==> config.mk <==
export PLATFORM = sky130hd
export DESIGN_NAME = fifo_wr_ctrl
export DESIGN_NICKNAME = d
export VERILOG_FILES = /design/src/rtl/fifo_wr_ctrl.sv
export SDC_FILE = /design/constraint.sdc
export NUM_CORES = 1
export LEC_CHECK = 0
export CAP_MARGIN = 15
export CELL_PAD_IN_SITES_DETAIL_PLACEMENT = 1
export CELL_PAD_IN_SITES_GLOBAL_PLACEMENT = 1
export CORE_MARGIN = 5
export CORE_UTILIZATION = 30
export CTS_CLUSTER_DIAMETER = 100
export DETAILED_ROUTE_END_ITERATION = 6
export MAX_ROUTING_LAYER = met4
export PLACE_DENSITY = 0.69
export SLEW_MARGIN = 20
export SYNTH_ARGS = -nofsm -noshare
export SYNTH_HDL_FRONTEND = slang
export SYNTH_SLANG_ARGS = --single-unit
==> constraint.sdc <==
create_clock -name wr_clk -period 9.2 [get_ports wr_clk]
set_clock_uncertainty 0.1 [all_clocks]
set_input_delay 1.38 -clock wr_clk [delete_from_list [all_inputs] [get_ports wr_clk]]
set_output_delay 1.38 -clock wr_clk [all_outputs]
set_load 0.01 [all_outputs]
==> src/rtl/fifo_wr_ctrl.sv <==
// Async FIFO write side: push -> RAM strobe/address, Gray pointer export, 2-flop read-pointer sync, full/level flags.
// write_enable is combinational from wr_req; flags register one edge later; pushes while full are dropped and flagged.
module fifo_wr_ctrl #(
  parameter int ADDR_WIDTH         = 5,
  parameter int ALMOST_FULL_THRESH = 28
) (
  input  logic                  wr_clk,
  input  logic                  wr_rst_n,
  input  logic                  wr_req,
  input  logic [ADDR_WIDTH:0]   rd_gray_ptr,
  input  logic                  ovf_clr,
  output logic                  write_enable,
  output logic [ADDR_WIDTH-1:0] write_addr,
  output logic [ADDR_WIDTH:0]   wr_gray_ptr,
  output logic                  wr_full,
  output logic                  wr_almost_full,
  output logic [ADDR_WIDTH:0]   wr_level,
  output logic                  wr_overflow
);

  localparam int PW = ADDR_WIDTH + 1;
  localparam logic [PW-1:0] AF_THRESH = PW'(ALMOST_FULL_THRESH);

  logic [PW-1:0] wr_bin;
  logic [PW-1:0] wr_bin_nxt;
  logic [PW-1:0] wr_gray_nxt;
  logic [PW-1:0] rq1;
  logic [PW-1:0] rq2;
  logic [PW-1:0] rd_bin_s;
  logic [PW-1:0] full_cmp;
  logic [PW-1:0] level_nxt;

  // Gated by reset so a request held during reset never reaches the RAM.
  assign write_enable = wr_req & ~wr_full & wr_rst_n;
  assign write_addr   = wr_bin[ADDR_WIDTH-1:0];

  assign wr_bin_nxt  = wr_bin + {{ADDR_WIDTH{1'b0}}, write_enable};
  assign wr_gray_nxt = wr_bin_nxt ^ (wr_bin_nxt >> 1);

  always_comb begin
    rd_bin_s = '0;
    for (int i = 0; i < PW; i++) begin
      rd_bin_s[i] = ^(rq2 >> i);
    end
  end

  // Full when the write pointer is exactly one lap ahead of the synchronised read pointer.
  assign full_cmp  = {~rq2[ADDR_WIDTH:ADDR_WIDTH-1], rq2[ADDR_WIDTH-2:0]};
  assign level_nxt = wr_bin_nxt - rd_bin_s;

  always_ff @(posedge wr_clk or negedge wr_rst_n) begin
    if (!wr_rst_n) begin
      wr_bin         <= '0;
      wr_gray_ptr    <= '0;
      rq1            <= '0;
      rq2            <= '0;
      wr_full        <= 1'b0;
      wr_almost_full <= 1'b0;
      wr_level       <= '0;
      wr_overflow    <= 1'b0;
    end else begin
      wr_bin         <= wr_bin_nxt;
      wr_gray_ptr    <= wr_gray_nxt;
      rq1            <= rd_gray_ptr;
      rq2            <= rq1;
      wr_full        <= (wr_gray_nxt == full_cmp);
      wr_almost_full <= (level_nxt >= AF_THRESH);
      wr_level       <= level_nxt;
      if (wr_req && wr_full) begin
        wr_overflow <= 1'b1;
      end else if (ovf_clr) begin
        wr_overflow <= 1'b0;
      end
    end
  end

endmodule

==> flow_summary.ini, run 1 <==
[status]
outcome = finished, final reports clean

[global_route]
grt-ovfl-total = 0
grt.total_usage_pct = 10.78
antenna_found_initial = 0
grt_max_degree = 34
grt_pass1_wl_um = 4905
grt_pass1_vias = 993

[synth]
async_reset_ff_share_pct = 100.0
syn_nets = 118
synth_top_area_cell = dfrtp_1
netlist_instances = 101
synth_seq_cells = 32
syn_area_per_cell_um2 = 13.95
synth-main-ff-cell = dfrtp_1
ys_seq_area_share_pct = 56.84
netlist_area_mm2 = 0.001409
yosysMostFrequentCell = dfrtp_1
synth_edf_count = 0
synth_common_cells = dfrtp_1 (32), xnor2_1 (8), xor2_1 (8)
yosysUniqueCellTypes = 32
yosys_warnings = 0
synth.top_cells.by_area = dfrtp_1 (57%), ha_1 (5.3%), xnor2_1 (5.0%)
synthDominantCellAreaShare_pct = 56.84

[setup_path]
endpoint_kind = flop
crit_slowest_cell = or4_4
critical-path-max-stage-delay_ps = 520
start_kind = primary input
crit_family = buffers and inverters
crit_chain = clkdlybuf4s50_1 > buf_4 > and3b_1 > ha_1 > ha_1 > xor2_2 > ha_1 > o21a_1 > o31ai_1 > a21oi_1 > or4_4 > o2111ai_1
critPathMaxFanout = 33
crit_arrival_ps = 4790
crit_type = primary input to flop
cp_num_buf_inv = 2
cpMostUsedCell = ha_1
required_ps = 9290

[power]
internal-power_w = 0.0004233
switchingPower_w = 0.0002336
sw_frac_of_total_pct = 35.56
seqPwrFrac_pct = 32.2
p_per_area_mw_per_mm2 = 350.5
p_comb_share_pct = 51.3
p_leak_nw = 0.8255
vdd_drop_max_mv = 0.09458
p_clk_share_pct = 16.5

[die]
pin_count = 31
fp.dieW_um = 78.53
dieHeight_um = 78.53
rows = 25
initial_core_util_pct = 30.43
dieArea_mm2 = 0.006167
core_area_mm2 = 0.004629

[job]
cap_violations = 0

[finish]
fillers = 509
drive_gt1_share_pct = 10.71
multi_input_area_um2 = 575.6
ff_latch_area_um2 = 800.8
layout.nets = 156
areaGrowthSynthToFinish_pct = 33.04
diodes = 0

[sta]
fmaxAchievable_ghz = 0.2130
worst_pin_slew_ps = 457.4
finalHoldViolCount = 0
rsz0062_at_grt = false
fin_crit_ps = 4694
fin_setup_tns_ps = 0
drv_slew = 0
slew_headroom_pct = 69.24
setup_viol = 0
fin_ws_ps = 4506
period_share_pct = 51.02

[clocking]
clk-insertion-delay-late_ps = 280
cts_tree = built
cts_setup_buffers = 0
cts_root_buf = clkbuf_8
cts_buffers = 5
cts_sinks = 32
path_clk_slew_ps = 70
h-tree-depth = 2
postCtsHoldBufs = 0
clock_tree.buffer_depth = 2
cts_resized = 0

[route]
drt-vias-per-instance = 4.747
vias = 921
antenna_left = 0
drcViolationCount = 0
wl_um = 2888
wire_per_inst_um = 14.89
dr.first_iter.drc_count = 14
firstDrtPassIters = 4

[placed_design]
place_ws_ps = 4187
finalWeightedCongestion = 0.7958
port_buffers = 30
hpwl_um = 2173

[worst_hold_path]
hp-class = flop to flop
==> registers in the layout, indices dropped and copies added (netlist names) <==
| name | flops |
|---|---|
| wr_full | 1 |
| wr_bin | 6 |
| wr_level | 6 |
| rq2 | 6 |
| wr_almost_full | 1 |
| rq1 | 6 |
| wr_overflow | 1 |
| wr_gray_ptr | 5 |
==> stage by stage <==
| step | power, W | instances | util (%) | hold WS, ps | instance area [µm²] |
|---|---|---|---|---|---|
| detailed placement | 0.0005571 | 186 | 38.54 | 236.2 | 1784 |
| global route | 0.0007073 | 194 | 40.49 | 264.3 | 1874 |
| CTS | 0.0006707 | 194 | 40.49 | 249.6 | 1874 |
| floorplan | 0.0004179 | 101 | - | 231.2 | 1409 |
| global placement | 0.0005408 | 186 | 38.54 | 231.5 | 1784 |
| finish | 0.0006569 | 194 | 40.49 | 247.1 | 1874 |
==> final timing paths <==
check | startpoint | to | slack (ps) | cells after the start
worst max register to register | rq2[5]$_DFF_PN0_ | wr_almost_full$_DFF_PN0_ | 5520 | 13
max in group asynchronous | wr_rst_n | wr_level[0]$_DFF_PN0_ | 7290 | 2
min in group asynchronous | wr_rst_n | wr_bin[5]$_DFF_PN0_ | 1400 | 2
worst min register to register | rq1[0]$_DFF_PN0_ | rq2[0]$_DFF_PN0_ | 250 | 0
worst min-delay path | rq1[0]$_DFF_PN0_ | rq2[0]$_DFF_PN0_ | 250 | 0
worst max-delay path | wr_rst_n | wr_almost_full$_DFF_PN0_ | 4510 | 12
==> per-layer routing <==
layer | track usage [%] | up-vias | part of all wire [%]
met5 | - | - | 0
met4 | 4.196 | 0 | 1.5
met3 | 4.587 | 6 | 5.7
met2 | 17.83 | 23 | 52
met1 | 11.42 | 469 | 41
li1 | - | 423 | -
==> power groups by stage <==
stage / clock, W / sequential (W) / combinational, W
floorplan: 0 / 0.000232 / 0.000186
global placement: 0 / 0.000214 / 0.000327
detailed placement: 0 / 0.000215 / 0.000342
CTS: 0.000113 / 0.000213 / 0.000344
global route: 0.000120 / 0.000218 / 0.000369
finish: 0.000108 / 0.000212 / 0.000337
==> final cells by class <==
cell class,count,area share (%)
Tap cell,54,3.605
Sequential cell,32,42.72
Clock buffer,8,4.806
Timing Repair Buffer,31,16.42
Inverter,8,1.736
Multi-Input combinational cell,61,30.71
==> kinds of logic after synthesis <==
logic type	after synthesis	synth area share (%)
compound gates	15	7.726
buf+inv	8	2.310
simple gates	17	7.992
flops	32	56.84
mux	1	0.7105
fa+ha+maj	7	6.749
xor+xnor	21	17.67
==> worst reg2reg max path, stage by stage (launching register included) <==
cell	delay (ps)
dfrtp_1	460
xor2_1	350
xnor2_1	210
xor2_1	260
xor2_1	360
xnor2_1	180
ha_1	190
inv_1	60
fa_1	410
a21o_1	190
a21oi_1	190
xnor3_4	370
nand4b_1	110
o2111ai_1	130
==> placed cells by master, fill, tap and decap left out, types with 2 or more instances in the layout <==
| cell | instances |
|---|---|
| clkbuf_1 | 2 |
| clkbuf_8 | 6 |
| xor2_1 | 8 |
| xnor2_1 | 8 |
| inv_1 | 7 |
| xor2_2 | 2 |
| o2111ai_1 | 2 |
| nand3_1 | 5 |
| a21oi_1 | 3 |
| o21a_1 | 2 |
| dfrtp_1 | 32 |
| o31ai_1 | 2 |
| ha_1 | 6 |
| clkdlybuf4s50_1 | 30 |
| or3_1 | 4 |
Power figures use the tool's default switching activity.
==> run 2: changes to the inputs <==
--- a/config.mk
+++ b/config.mk
@@ -13,7 +13,7 @@
 export CTS_CLUSTER_DIAMETER = 100
 export DETAILED_ROUTE_END_ITERATION = 6
 export MAX_ROUTING_LAYER = met4
-export PLACE_DENSITY = 0.69
+export PLACE_DENSITY = 0.71
 export SLEW_MARGIN = 20
 export SYNTH_ARGS = -nofsm -noshare
 export SYNTH_HDL_FRONTEND = slang
==> constraint.sdc (replaced) <==
create_clock -name wr_clk -period 4.1 [get_ports wr_clk]
set_clock_uncertainty 0.1 [all_clocks]
set_input_delay 0.615 -clock wr_clk [delete_from_list [all_inputs] [get_ports wr_clk]]
set_output_delay 0.615 -clock wr_clk [all_outputs]
set_load 0.01 [all_outputs]
==> flow_summary.ini, run 2 (synthesis results as in run 1) <==
[clocking]
clk-insertion-delay-late_ps = 280
clock_tree.buffer_depth = 2
cts_buffers = 5
cts_tree = built
cts_root_buf = clkbuf_8
postCtsHoldBufs = 0
h-tree-depth = 2
cts_setup_buffers = 0
cts_resized = 0
path_clk_slew_ps = 70
cts_sinks = 32

[finish]
drive_gt1_share_pct = 13.38
final_cell_mix = dfrtp_1 (32), clkdlybuf4s50_1 (30), xnor2_1 (8), xor2_1 (8)
final_common_cell = dfrtp_1
areaGrowthSynthToFinish_pct = 36.68
diodes = 0
layout.nets = 158
fillers = 485

[sta]
period_share_pct = 87.50
fin_setup_tns_ps = 0
setup_viol = 0
slew_headroom_pct = 68.24
finalHoldViolCount = 0
drv_slew = 0
fin_crit_ps = 3587
rsz0062_at_grt = false
fmaxAchievable_ghz = 0.2788
worst_pin_slew_ps = 472.4

[status]
outcome = finished, final reports clean

[setup_path]
crit_type = flop to flop
start_kind = flop
rr_endpoint = wr_almost_full$_DFF_PN0_
crit_arrival_ps = 3640
required_ps = 4150
cpMostUsedCell = xor2_1
reg2reg_from = rq2[5]$_DFF_PN0_
crit_chain = xor2_1 > xnor2_1 > xor2_1 > xor2_1 > xnor2_1 > ha_1 > inv_1 > fa_1 > a21o_1 > a21oi_1 > xnor3_4 > nand4b_1 > o2111ai_1
crit_path_end = wr_almost_full$_DFF_PN0_
ff2ff_setup_slack_ps = 510
critPathMaxFanout = 7
crit_slowest_cell = dfrtp_1
endpoint_kind = flop
ff2ff_path_depth = 13
startpoint = rq2[5]$_DFF_PN0_
critical-path-max-stage-delay_ps = 460

[power]
p_clk_share_pct = 21.0
p_leak_nw = 0.8539
p_per_area_mw_per_mm2 = 817.5
p_comb_share_pct = 48.9
total_power_w = 0.001574
seqPwrFrac_pct = 30.1
internal-power_w = 0.001041
sw_frac_of_total_pct = 33.88
vdd_drop_max_mv = 0.2127
switchingPower_w = 0.0005333

[global_route]
antenna_found_initial = 0
grt_pass1_vias = 1028
grt.total_usage_pct = 10.66
grt_pass1_wl_um = 4774
grt_max_degree = 33
grt-ovfl-total = 0

[route]
met1_length_um = 1208
wl_met3_um = 153
wire_per_inst_um = 14.65
drcViolationCount = 0
wl_um = 2872
met2_length_um = 1424
drt-vias-per-instance = 4.531
dr.first_iter.drc_count = 54
vias = 888
highest_layer = met4
firstDrtPassIters = 4
antenna_left = 0

[placed_design]
hpwl_um = 2175
finalWeightedCongestion = 0.7519
port_buffers = 30

[die]
rows = 25
pin_count = 31
core_area_mm2 = 0.004629
dieArea_mm2 = 0.006167
initial_core_util_pct = 30.43
fp.dieW_um = 78.53
dieHeight_um = 78.53

[worst_hold_path]
hp-class = flop to flop

[job]
cap_violations = 0
[run 2: layer usage]
layer / GRT usage [%] / vias to the layer above
li1: - / 432
met1: 11.14 / 422
met2: 17.74 / 26
met3: 3.784 / 8
met4: 5.420 / 0
met5: - / -
[run 2: worst max-delay path, delay by kind of cell (launching register included)]
family / cells / cell delay [ps]
fa+ha+maj: 2 / 610
buf+inv: 1 / 60
flops: 1 / 460
simple gates: 1 / 120
compound gates: 3 / 460
xor+xnor: 6 / 1630
[run 2: area by class of cell]
class	instances	area [µm²]	area share, %
clock buffer	7	96.34	5.003
timing repair buffer	33	322.8	16.76
tap	54	67.56	3.509
sequential	32	800.8	41.59
clock inverter	1	30.03	1.559
multi-input combinational	61	575.6	29.89
inverter	8	32.53	1.689
[run 2: per-stage QoR]
step	std cells	hold WS [ps]	setup slack, ps	util [%]	area, µm²
floorplan	101	219.4	873.9	-	1409
global placement	188	232.8	413.2	38.86	1799
detailed placement	188	235.8	298.0	38.86	1799
CTS	196	250.2	454.9	41.59	1926
global route	196	256.8	284.2	41.59	1926
finish	196	246.2	512.6	41.59	1926
[run 2: worst min-delay path by stage]
stage | from | end | cells after the start
after detailed placement | rq1[1]$_DFF_PN0_ | rq2[1]$_DFF_PN0_ | 0
after floorplan | wr_rst_n | rq1[0]$_DFF_PN0_ | 0
after global routing | rq1[1]$_DFF_PN0_ | rq2[1]$_DFF_PN0_ | 0
after global placement | rq1[3]$_DFF_PN0_ | rq2[3]$_DFF_PN0_ | 0
final | rq1[1]$_DFF_PN0_ | rq2[1]$_DFF_PN0_ | 0
after CTS | rq1[1]$_DFF_PN0_ | rq2[1]$_DFF_PN0_ | 0
[run 2: power by group through the flow]
stage | combinational [W] | clock, W | sequential (W)
5_1_grt | 0.000833 | 0.000361 | 0.000487
3_5_place_dp | 0.000776 | 0 | 0.000483
4_1_cts | 0.000783 | 0.000341 | 0.000477
3_3_place_gp | 0.000750 | 0 | 0.000477
2_1_floorplan | 0.000417 | 0 | 0.000521
6_report | 0.000770 | 0.000331 | 0.000474
==> run 3: changes to the inputs <==
--- a/config.mk
+++ b/config.mk
@@ -5,7 +5,6 @@
 export SDC_FILE = /design/constraint.sdc
 export NUM_CORES = 1
 export LEC_CHECK = 0
-export CAP_MARGIN = 15
 export CELL_PAD_IN_SITES_DETAIL_PLACEMENT = 1
 export CELL_PAD_IN_SITES_GLOBAL_PLACEMENT = 1
 export CORE_MARGIN = 5
==> results of run 3 <==
Same layout as run 2: the final DEF is identical, and so are final timing and power.
==> edit (settings of run 3) <==
The parameter `ADDR_WIDTH` goes from 5 to 7.
--- a/src/rtl/fifo_wr_ctrl.sv
+++ b/src/rtl/fifo_wr_ctrl.sv
@@ -3,3 +3,3 @@
 module fifo_wr_ctrl #(
-  parameter int ADDR_WIDTH         = 5,
+  parameter int ADDR_WIDTH         = 7,
   parameter int ALMOST_FULL_THRESH = 28
Interface: changed (resized rd_gray_ptr, wr_gray_ptr, wr_level and write_addr); port bits go from 31 to 39. The function was not compared with the original's and may differ.
==> edit against run 3 <==
Sequential share of layout area increased by 1.9 points. Clock power is 16% lower. Sequential cell count up 10. Routed wire length grew 30%. Non-clock buffer count increased by 8. Synthesized cell count rose by 37%. Total power up 8.6%. Count of clock-buffer cells in the layout is 1 lower. Cell area up 26%. Worst setup slack got worse by 0.27 ns. Synthesized area up 30%.
==> edit: results <==
[placement]
placed_area_sq_mm = 0.00232
dp_hpwl_mm = 2.83
portBuffers = 38
place.gp.congestion = 0.748

[logic_synthesis]
synth_compound_area_share_pct = 5.31
synth_nets = 160
ys_seq_area_share_pct = 57.2
synthTopCellsByArea = dfrtp_1 (57%), xor2_1 (9.5%), ha_1 (6.1%)
netlist_top_cells_count = dfrtp_1 (42), xor2_1 (20), nand2_1 (10)
synth_xor_area_share_pct = 20.5

[drt]
routed_wl_mm = 3.74
wl_met3_um = 205
vias = 1160
drt_iter0_markers = 24
wl_met1_mm = 1.84
met2_length_mm = 1.64

[status]
status = finished clean

[layout]
seq-cell-share_pct = 43.5
drive_gt1_share_pct = 10.2
multi_input_area_sq_um = 754
clock_buffers = 6
clock_area_share_pct = 3.93
final_nets = 207
multi_input_gates = 88
nNonClkBuffers = 41
area_share_nonclk_buffers_pct = 16.5
n_fill_cell = 642

[timing]
tightest_slew_ns = 0.531

[power_and_ir_drop]
ir_drop_mv = 0.356
power_leakage_nw = 1.08

[global_route]
track_usage_pct = 10.9
grt_use_met3_pct = 3.82
grt_max_degree = 43
use_met1_pct = 14.8
grt_util_met2_pct = 15.4
grt_pass1_wl_mm = 6.10

[setup_path]
critical_path.top_delay_family = XOR/XNOR gates
worstRegToRegCells = 15
r2r_start = rq2[6]$_DFF_PN0_
critPathMaxStageDelay_ns = 0.49
cp.arrival_ns = 3.93
r2r_slack_ns = 0.25
path_max_fanout = 3

[die]
rows = 28

[clock_tree]
clock_sinks = 42
clkLatencyLatePin_ns = 0.30
edit: cell count changes after synthesis, moves of 3 or more:
| cell | run 3 | this run |
|---|---|---|
| nand2_1 | 1 | 10 |
| nor2_1 | 0 | 3 |
| xor2_1 | 8 | 20 |
| or3_1 | 4 | 1 |
| nand4_1 | 0 | 3 |
| dfrtp_1 | 32 | 42 |
| ha_1 | 6 | 9 |
edit: stage by stage:
step,setup WS [ns],cells,util [%],hold WS (ns)
3_5_place_dp,0.164,252,39.1,0.236
4_1_cts,0.139,260,40.7,0.255
5_1_grt,0.00165,261,40.8,0.260
3_3_place_gp,0.390,252,39.1,0.232
6_report,0.245,261,40.8,0.252
2_1_floorplan,0.548,138,-,0.219
edit: power breakdown:
part,switching [mW],total [mW],internal (mW),leakage [nW]
sequential,0.0722,0.601,0.529,0.507
combinational,0.418,0.831,0.414,0.527
clock,0.143,0.278,0.135,0.0472
total,0.633,1.71,1.08,1.08
